===== src/rtl/example.sv =====
// rtl/example.sv - selectable 3-input boolean function with registered result and rising-edge counter
module example #(
    parameter int FUNC  = 0,
    parameter int CNT_W = 8
) (
    input  logic             clk,
    input  logic             rst,
    input  logic             a,
    input  logic             b,
    input  logic             c,
    output logic             y,
    output logic             y_comb,
    output logic             y_rise,
    output logic [CNT_W-1:0] rise_cnt
);

    localparam logic [CNT_W-1:0] CNT_ONE = {{(CNT_W-1){1'b0}}, 1'b1};
    localparam logic [CNT_W-1:0] CNT_MAX = {CNT_W{1'b1}};

    // next y will be 1 while the current y is 0: a rising edge lands on this clock
    logic rise_next;

    // Function select; any unlisted FUNC value falls back to (a & b) | c
    always_comb begin
        y_comb = (a & b) | c;
        case (FUNC)
            1:       y_comb = a ^ b ^ c;
            2:       y_comb = (a & b) | (a & c) | (b & c);
            3:       y_comb = a & b & c;
            default: y_comb = (a & b) | c;
        endcase
    end

    assign rise_next = y_comb & ~y;

    // Registered result and rise pulse; y resets to 0 so the first post-reset 1 counts as a rise
    always_ff @(posedge clk or posedge rst) begin
        if (rst) begin
            y      <= 1'b0;
            y_rise <= 1'b0;
        end else begin
            y      <= y_comb;
            y_rise <= rise_next;
        end
    end

    // Saturating rise counter, updated on the same edge that raises y_rise
    always_ff @(posedge clk or posedge rst) begin
        if (rst) begin
            rise_cnt <= '0;
        end else if (rise_next && (rise_cnt != CNT_MAX)) begin
            rise_cnt <= rise_cnt + CNT_ONE;
        end
    end

endmodule


===== config.mk =====
export PLATFORM = sky130hd
export DESIGN_NAME = example
export DESIGN_NICKNAME = d
export VERILOG_FILES = /design/src/rtl/example.sv
export SDC_FILE = /design/constraint.sdc
export NUM_CORES = 1
export LEC_CHECK = 0
export BUFFER_PORTS_ARGS = -buffer_cell sky130_fd_sc_hd__buf_4
export CAP_MARGIN = 10
export CORE_AREA = 2 2 39 41
export DETAILED_ROUTE_END_ITERATION = 6
export DIE_AREA = 0 0 41 43
export GPL_ROUTABILITY_DRIVEN = 0
export GPL_TIMING_DRIVEN = 1
export HOLD_SLACK_MARGIN = 0.1
export SLEW_MARGIN = 5
export SYNTH_ARGS = -nofsm -noshare
export SYNTH_HDL_FRONTEND = slang
export SYNTH_SLANG_ARGS = --single-unit

===== constraint.sdc =====
create_clock -name clk -period 1.7 [get_ports clk]
set_clock_uncertainty 0.05 [all_clocks]
set_input_delay 0.255 -clock clk [delete_from_list [all_inputs] [get_ports clk]]
set_output_delay 0.255 -clock clk [all_outputs]
set_load 0.03 [all_outputs]

==> results.tsv, run 1 <==
metric	value	unit
PD cells	1560	mW/mm^2
Initial Util	34.6	%
Setup WS post-layout	211	ps
DP Wirelength	687	um
WL/cell	11.6	um
number of global-route vias before repair	355	
first-pass GRT wire length	1.45	mm
P_leak	0.296	nW
hold crit path type	input port to flip-flop	
CTS buffer count	3	
WP data arrival	1590	ps
Crit-path slowest cell	dfrtp_1	
CTS tree	yes	
# IOs	16	
total number of vias	370	
Residual DRC	0	
Ys Warns	0	
Clock Sinks	10	
initial drt markers	2	
clk buf depth	2	
Multi-input gate area	221	um^2
crit-path max cell delay	400	ps
Crit. End Element	flip-flop	
# setup viols final	0	
Post-Syn Area	479	um^2
Worst setup SP type	flip-flop	
RSZ-0062 raised after global routing	no	
Final Hold Vio Count	0	
die area	0.00176	mm^2
post-synthesis register bit count	10	
nets	69	
critical path class	flip-flop to flip-flop	
n_diodes	0	
Total GRT Usage	12.5	%
post-placement worst setup slack	226	ps
Avg Cell Area, Syn	11.4	um^2
core area	0.00138	mm^2
Final Cell Area	644	um^2
share of cells above drive strength 1	44.3	%
Final Critical Period	1490	ps
I/O Buffers	15	
Cell variety after synth	21	
most frequent cells in the layout	15 x buf_4, 10 x dfrtp_1, 7 x nand2_1	
f_max	672	MHz
aggregate global routing overflow	0	
later-pin clock latency in the skew report	260	ps
antenna-violating nets left	0	
std cell rows	14	
CTS clk-pin slew, worst paths	70	ps
largest net degree at the start of global routing	11	
Max-slew headroom	73.3	%
register area share after synthesis	52.2	%
initial antenna violation count	0	
CTS Root Cell	clkbuf_4	
# Max-Cap Violations	0	
routed wire length	890	um
final period utilization	87.6	%
Die Y-Extent	43	um
Gates resized, CTS repair	0	
number of H-tree levels	1	
crit-path cells	ha_1 -> nand2_1 -> o31a_1 -> mux2_4	
Storage cell area	250	um^2
Die W	41	um
Final Max Slew Viols	0	
Area Overhead vs Synth	34.5	%
Syn Inst Count	42	
vias per cell	4.81	
worst-path fanout max	4	
Fillers	147	
most common cell after layout, fill and taps aside	buf_4	
DRT Pass-1 Iters	4	
final setup TNS	0	ps
worst slew pin tran	400	ps
status	complete, no violations	
postcts setup bufs	0	
Syn Nets	48	
Peak VDD IR	0.000705	V
Placement Cell Area	612	um^2
Worst EP required	1800	ps
-- final timing paths --
path	startpoint	endpoint	slack, ps	cells after the start
hold / removal	c	y	170	3
hold reg to reg	rise_cnt[0]	rise_cnt[0]	470	1
setup / recovery	rise_cnt[0]	rise_cnt[1]	210	4
max in group asynchronous	rst	rise_cnt[7]	840	3
setup reg to reg	rise_cnt[0]	rise_cnt[1]	210	4
min in group asynchronous	rst	rise_cnt[1]	480	3
-- final cells by class --
| class | instances | area share (%) |
|---|---|---|
| Tap cell | 16 | 3.11 |
| Timing Repair Buffer | 16 | 19.0 |
| Sequential cell | 10 | 38.8 |
| Multi-Input combinational cell | 30 | 34.4 |
| Clock buffer | 3 | 3.50 |
| Inverter | 2 | 1.17 |
-- logic make-up after synthesis --
group                      count (synthesis)  synth area share [%]
and+or+nand+nor                           18                  21.2
DFF                                       10                  52.2
muxes                                      5                  12.5
AOI/OAI and AO/OA                          4                  6.27
xor gates and xnor gates                   2                  3.66
buffers and inverters                      2                  1.57
adders and majority gates                  1                  2.61
-- repair_timing --
action / CTS / global route
hold buffers: 1 / 0
endpoints found under the setup margin: 0 / 0
endpoints found under the hold margin: 10 / 0
-- stage by stage --
stage                     std cells  util [%]  total power, W  hold slack [ps]
after floorplan                  42         -        0.000685             45.2
after global routing             77      46.6         0.00107              177
after global placement           73      44.2        0.000843              216
after CTS                        77      46.6         0.00101              168
final                            77      46.6         0.00100              166
after detailed placement         73      44.2        0.000850              219
-- layer usage --
layer | vias to the layer above | part of all wire [%] | GRT usage (%) | wire length [um]
li1 | 187 | - | - | -
met1 | 167 | 49 | 15.8 | 433
met2 | 12 | 45 | 18.1 | 398
met3 | 4 | 4.5 | 1.57 | 40
met4 | 0 | 1.9 | 10.0 | 17
met5 | - | 0 | 0 | 0
-- synthesized netlist by cell type --
library cell | n | area (um^2)
a21oi_2 | 1 | 8.76
and3_1 | 1 | 6.26
dfrtp_1 | 10 | 250
ha_1 | 1 | 12.5
inv_1 | 2 | 7.51
mux2_2 | 4 | 45.0
mux2_4 | 1 | 15.0
nand2_1 | 7 | 26.3
nand2b_1 | 1 | 6.26
nand3_1 | 2 | 10.0
nand3_2 | 1 | 10.0
nand4_1 | 2 | 12.5
nor2_2 | 1 | 6.26
nor3_1 | 1 | 5.00
nor4_2 | 1 | 12.5
o21a_1 | 1 | 7.51
o21ai_0 | 1 | 5.00
o31a_1 | 1 | 8.76
or2_1 | 1 | 6.26
xnor2_1 | 1 | 8.76
xor2_1 | 1 | 8.76
-- state kept, by name (all words and copies together), names as in the netlist --
| signal | cells |
|---|---|
| rise_cnt | 8 |
| y | 1 |
| y_rise | 1 |
-- critical path, delay by kind of cell (launching register included) --
| kind | cells | cell delay (ps) |
|---|---|---|
| AO/OA/AOI/OAI | 1 | 320 |
| adder cells (fa/ha/maj) | 1 | 230 |
| flip-flops | 1 | 400 |
| multiplexers | 1 | 300 |
| AND/OR/NAND/NOR | 1 | 70 |
-- where the power goes --
part / switching, W / internal [W] / total (W)
combinational: 0.000253 / 0.000193 / 0.000446
clock: 0.0000798 / 0.0000817 / 0.000162
sequential: 0.0000885 / 0.000309 / 0.000398
Note: power is estimated with default switching activity, not from simulation.
==> run 2, diff against run 1 <==
MAX_ROUTING_LAYER = met4   (was default)
==> run 2 against run 1 <==
Effect of this change: global-route usage is 0.31 points higher; sequential power hardly changed; design area stayed put; critical endpoint unchanged; largest power group unchanged; highest routed layer unchanged.
==> results.tsv, run 2 (synthesis results as in run 1) <==
metric	value	unit	change
Initial Util	34.6	%	unchanged
Crit. End Element	flip-flop		unchanged
Area Overhead vs Synth	34.5	%	unchanged
Cells after DPL	73		unchanged
Placement Cell Area	612	um^2	unchanged
worst-path fanout max	4		unchanged
Fillers	147		unchanged
P_leak	0.296	nW	unchanged
clk buf depth	2		unchanged
Top Registers	rise_cnt: 8 flops, y: 1 flops, y_rise: 1 flops		unchanged
CTS buffer count	3		unchanged
vias per cell	4.88		was 4.81
largest net degree at the start of global routing	11		unchanged
n_diodes	0		unchanged
std cell rows	14		unchanged
Worst EP required	1800	ps	about the same
Biggest register	rise_cnt		unchanged
Finished Layout Cells	77		unchanged
Max-slew headroom	73.4	%	was 73.3%
core area	0.00138	mm^2	unchanged
WL/cell	11.5	um	was 11.6 um
Final Max Slew Viols	0		unchanged
WP data arrival	1590	ps	about the same
Die W	41	um	unchanged
later-pin clock latency in the skew report	260	ps	about the same
critical path class	flip-flop to flip-flop		unchanged
PD cells	1560	mW/mm^2	about the same
# setup viols final	0		unchanged
postcts setup bufs	0		unchanged
number of H-tree levels	1		unchanged
status	complete, no violations		unchanged
initial antenna violation count	0		unchanged
die area	0.00176	mm^2	unchanged
share of cells above drive strength 1	44.3	%	unchanged
DRT Pass-1 Iters	2		was 4
Peak VDD IR	0.000703	V	was 0.000705 V
Final Critical Period	1490	ps	about the same
RSZ-0062 raised after global routing	no		unchanged
nets	69		unchanged
# IOs	16		unchanged
Storage cell area	250	um^2	unchanged
Residual DRC	0		unchanged
initial drt markers	5		was 2
most frequent cells in the layout	15 x buf_4, 10 x dfrtp_1, 7 x nand2_1		unchanged
total power draw	0.00100	W	about the same
DP Wirelength	687	um	unchanged
most common cell after layout, fill and taps aside	buf_4		unchanged
Clock Sinks	10		unchanged
antenna-violating nets left	0		unchanged
Worst setup SP type	flip-flop		unchanged
routed wire length	885	um	was 890 um
Total GRT Usage	12.8	%	was 12.5%
aggregate global routing overflow	0		unchanged
worst slew pin tran	399	ps	was 400 ps
f_max	673	MHz	was 672 MHz
final period utilization	87.5	%	was 87.6%
I/O Buffers	15		unchanged
first-pass GRT wire length	1.45	mm	unchanged
final setup TNS	0	ps	unchanged
Die Y-Extent	43	um	unchanged
number of global-route vias before repair	356		was 355
hold crit path type	input port to flip-flop		unchanged
CTS clk-pin slew, worst paths	60	ps	was 70 ps
Multi-input gate area	221	um^2	unchanged
total number of vias	376		was 370
# Max-Cap Violations	0		unchanged
Final Hold Vio Count	0		unchanged
max reg flops	8		unchanged
CTS tree	yes		unchanged
CTS Root Cell	clkbuf_4		unchanged
Final Cell Area	644	um^2	unchanged
## run 2: final cells by class
class / instances / share of cell area (%)
clock buffer: 3 / 3.50
inverter: 2 / 1.17
multi-input combinational: 30 / 34.4
sequential: 10 / 38.8
tap: 16 / 3.11
timing repair buffer: 16 / 19.0
## run 2: worst paths after layout
path / startpoint / end / slack, ps / cells after the start
max in group asynchronous: rst / rise_cnt[7] / 840 / 3
worst min register to register: rise_cnt[0] / rise_cnt[0] / 470 / 1
worst max-delay path: rise_cnt[0] / rise_cnt[1] / 210 / 4
min in group asynchronous: rst / rise_cnt[1] / 480 / 3
worst min-delay path: c / y / 170 / 3
worst max register to register: rise_cnt[0] / rise_cnt[1] / 210 / 4
## run 2: what timing repair did
item,4_1_cts,5_1_grt
hold buffers,1,0
gates resized for setup,0,0
hold endpoints to repair,10,0
## run 2: layer usage
metal	routed length [um]	vias up	track usage, %
met5	0	-	-
met4	27	0	10.0
met3	40	4	1.57
met2	390	12	18.1
met1	427	171	15.8
li1	-	189	-
## run 2: worst max-delay path: stages (launching register included)
cell and delay (ps):
dfrtp_1 400, ha_1 230, nand2_1 70, o31a_1 320, mux2_4 300
## run 2: through the flow
| stage | util [%] | setup WS [ps] | hold WS, ps |
|---|---|---|---|
| 2_1_floorplan | - | 72.7 | 45.2 |
| 3_3_place_gp | 44.2 | 262 | 216 |
| 3_5_place_dp | 44.2 | 226 | 219 |
| 4_1_cts | 46.6 | 213 | 168 |
| 5_1_grt | 46.6 | 150 | 177 |
| 6_report | 46.6 | 213 | 168 |
## run 2: where the power goes
group          total [W]  switching [W]  internal [W]
clock network   0.000160      0.0000782     0.0000817
logic           0.000446       0.000253      0.000193
registers       0.000398      0.0000888      0.000309
==> run 3, diff against run 2 <==
ABC_AREA = 1   (was default)
PLACE_DENSITY = 0.68   (was default)
==> run 3 against run 2 <==
Effect of this change: fmax up 12%; worst setup slack better by 160 ps; design area increased by 17%; total power is 9.0% lower; largest cell class is now multi-input gates.
==> results.tsv, run 3 <==
metric	value	unit	change
Clock Sinks	10		unchanged
most common cell after layout, fill and taps aside	nand2_1		was buf_4
status	complete, no violations		unchanged
Post-Syn Area	572	um^2	was 479 um^2
most frequent cells in the layout	33 x nand2_1, 15 x buf_4, 10 x dfrtp_1		was 15 x buf_4, 10 x dfrtp_1, 7 x nand2_1
top-count cell post-synth	nand2_1		was dfrtp_1
Gates resized, CTS repair	0		unchanged
met1 wire length	485	um	was 427 um
aggregate global routing overflow	0		unchanged
min-delay src	c		unchanged
PD cells	1220	mW/mm^2	was 1560 mW/mm^2
Area Overhead vs Synth	31.3	%	was 34.5%
CTS clk-pin slew, worst paths	70	ps	was 60 ps
# Max-Cap Violations	0		unchanged
Initial Util	41.3	%	was 34.6%
met2 WL post-DR	575	um	was 390 um
Synth top area share	43.8	%	was 52.2%
hold depth	3		unchanged
Total GRT Usage	17.4	%	was 12.8%
Post-synth top cells	33 x nand2_1, 10 x dfrtp_1, 8 x inv_1		was 10 x dfrtp_1, 7 x nand2_1, 4 x mux2_2
CTS buffer count	3		unchanged
critical path class	flip-flop to flip-flop		unchanged
P_leak	0.411	nW	was 0.296 nW
Final Hold Vio Count	0		unchanged
n_diodes	0		unchanged
Min-Delay Endpoint	y		unchanged
Residual DRC	0		unchanged
Min Hold Slack	192	ps	was 168 ps
die area	0.00176	mm^2	unchanged
std cell rows	14		unchanged
Primary FF master, synth	dfrtp_1		unchanged
Ys Warns	0		unchanged
Biggest register	rise_cnt		unchanged
clk buf depth	2		unchanged
largest family of logic cells by synthesized area	simple AND/OR/NAND/NOR gates		unchanged
Synth Area in XOR/XNOR	4.60	%	was 3.66%
Syn Nets	80		was 48
Worst R2R End	rise_cnt[5]		was rise_cnt[1]
DRT Pass-1 Iters	4		was 2
Final Critical Period	1320	ps	was 1490 ps
Peak VDD IR	0.000643	V	was 0.000703 V
met3 wire length	41	um	was 40 um
WP data arrival	1430	ps	was 1590 ps
Synth Area in Adders	2.19	%	was 2.61%
Fillers	132		was 147
r2r setup slk	380	ps	was 210 ps
post-synthesis simple-gate area fraction	38.9	%	was 21.1%
Syn Inst Count	74		was 42
Post-synth EDFFs	0		unchanged
post-synthesis register bit count	10		unchanged
nets	101		was 69
register area share after synthesis	43.8	%	was 52.2%
fraction of registers with async set/reset	100	%	unchanged
CTS tree	yes		unchanged
RSZ-0062 raised after global routing	no		unchanged
worst slew pin tran	394	ps	was 399 ps
Worst EP required	1810	ps	was 1800 ps
Cell variety after synth	16		was 21
share of cells above drive strength 1	30.9	%	was 44.3%
largest net degree at the start of global routing	11		unchanged
later-pin clock latency in the skew report	260	ps	about the same
area leader, netlist	dfrtp_1		unchanged
Die W	41	um	unchanged
Avg Cell Area, Syn	7.73	um^2	was 11.4 um^2
hold crit path type	input port to flip-flop		unchanged
R2R Path Start	rise_cnt[0]		unchanged
total number of vias	491		was 376
# setup viols final	0		unchanged
Die Y-Extent	43	um	unchanged
WL/cell	10.1	um	was 11.5 um
Worst setup SP type	flip-flop		unchanged
first-pass GRT wire length	2.01	mm	was 1.45 mm
CTS Root Cell	clkbuf_4		unchanged
number of global-route vias before repair	487		was 356
f_max	756	MHz	was 673 MHz
routed wire length	1.12	mm	was 885 um
mux cell area share after synthesis	0	%	was 12.5%
initial drt markers	7		was 5
Top Registers	rise_cnt: 8 flops, y: 1 flops, y_rise: 1 flops		unchanged
Final Max Slew Viols	0		unchanged
initial antenna violation count	0		unchanged
I/O Buffers	15		unchanged
r2r worst-path depth	8		was 4
max reg flops	8		unchanged
# IOs	16		unchanged
complex-gate fraction of the synthesized area	2.41	%	was 6.27%
worst-path fanout max	9		was 4
core area	0.00138	mm^2	unchanged
final period utilization	77.8	%	was 87.5%
vias per cell	4.46		was 4.88
largest cells by area after synthesis	dfrtp_1 44%, nand2_1 22%, inv_1 5.3%		was dfrtp_1 52%, mux2_2 9.4%, nand2_1 5.5%
final setup TNS	0	ps	unchanged
Max-slew headroom	73.7	%	was 73.4%
top routing layer used	met4		unchanged
number of H-tree levels	1		unchanged
antenna-violating nets left	0		unchanged
Crit. End Element	flip-flop		unchanged
DP Wirelength	826	um	was 687 um
run 3: cell types whose count changed in the layout (fill, tap and decap cells not counted), sizes merged, moves of 2 or more:
cell | before | now
nand2 | 7 | 37
inv | 2 | 11
mux2 | 5 | 0
nor2 | 1 | 6
nand4 | 2 | 0
xnor2 | 1 | 3
run 3: worst max path at each step:
stage	startpoint	end	slack [ps]	cells past startpoint
after floorplan	rise_cnt[1]	rise_cnt[7]	250	8
after detailed placement	rise_cnt[0]	rise_cnt[0]	380	8
final	rise_cnt[0]	rise_cnt[5]	380	8
after CTS	rise_cnt[0]	rise_cnt[0]	360	8
after global placement	rise_cnt[0]	rise_cnt[7]	410	8
after global routing	rise_cnt[1]	rise_cnt[0]	270	8
run 3: what timing repair did:
action / CTS / global route
endpoints found under the setup margin: 0 / 0
hold buffers: 1 / 0
endpoints found under the hold margin: 10 / 0
buffers inserted: 0 / 0
run 3: final cells by class:
| type | instances | area [um^2] | share of cell area (%) |
|---|---|---|---|
| Multi-Input combinational cell | 53 | 275 | 36.7 |
| Sequential cell | 10 | 250 | 33.3 |
| Timing Repair Buffer | 16 | 123 | 16.3 |
| Inverter | 11 | 46.3 | 6.17 |
| Clock buffer | 4 | 36.3 | 4.83 |
| Tap cell | 16 | 20.0 | 2.67 |
run 3: cells by family after synthesis:
group                      after synthesis
AOI/OAI and AO/OA                        2
xor gates and xnor gates                 3
adders and majority gates                1
buffers and inverters                   11
DFF                                     10
and+or+nand+nor                         47
run 3: where the power goes:
part           leakage, nW  internal, W  switching [W]  total (W)
Clock               0.0210     0.000130      0.0000907   0.000221
Sequential           0.125     0.000285      0.0000754   0.000360
Combinational        0.265     0.000133       0.000199   0.000332
run 3: metrics by stage:
| step | total power (W) | util [%] | setup slack [ps] | instances | cell area (um^2) |
|---|---|---|---|---|---|
| CTS | 0.000917 | 54.2 | 363 | 110 | 751 |
| finish | 0.000913 | 54.2 | 377 | 110 | 751 |
| global route | 0.000964 | 54.2 | 268 | 110 | 751 |
| floorplan | 0.000578 | - | 253 | 74 | 572 |
| detailed placement | 0.000697 | 50.9 | 380 | 105 | 704 |
| global placement | 0.000695 | 50.9 | 413 | 105 | 704 |
run 3: critical path, cell delays in order (launching register included):
cell     delay [ps]
dfrtp_1         420
ha_1            220
nand3_2         120
inv_2            90
nand2_4          60
nand2_8         100
inv_6            50
nand2_1          50
nand2_1          50
run 3: metal layers:
layer | track usage (%) | up-vias
met5 | - | -
met4 | 10.0 | 0
met3 | 1.57 | 2
met2 | 25.0 | 8
met1 | 23.1 | 222
li1 | - | 259
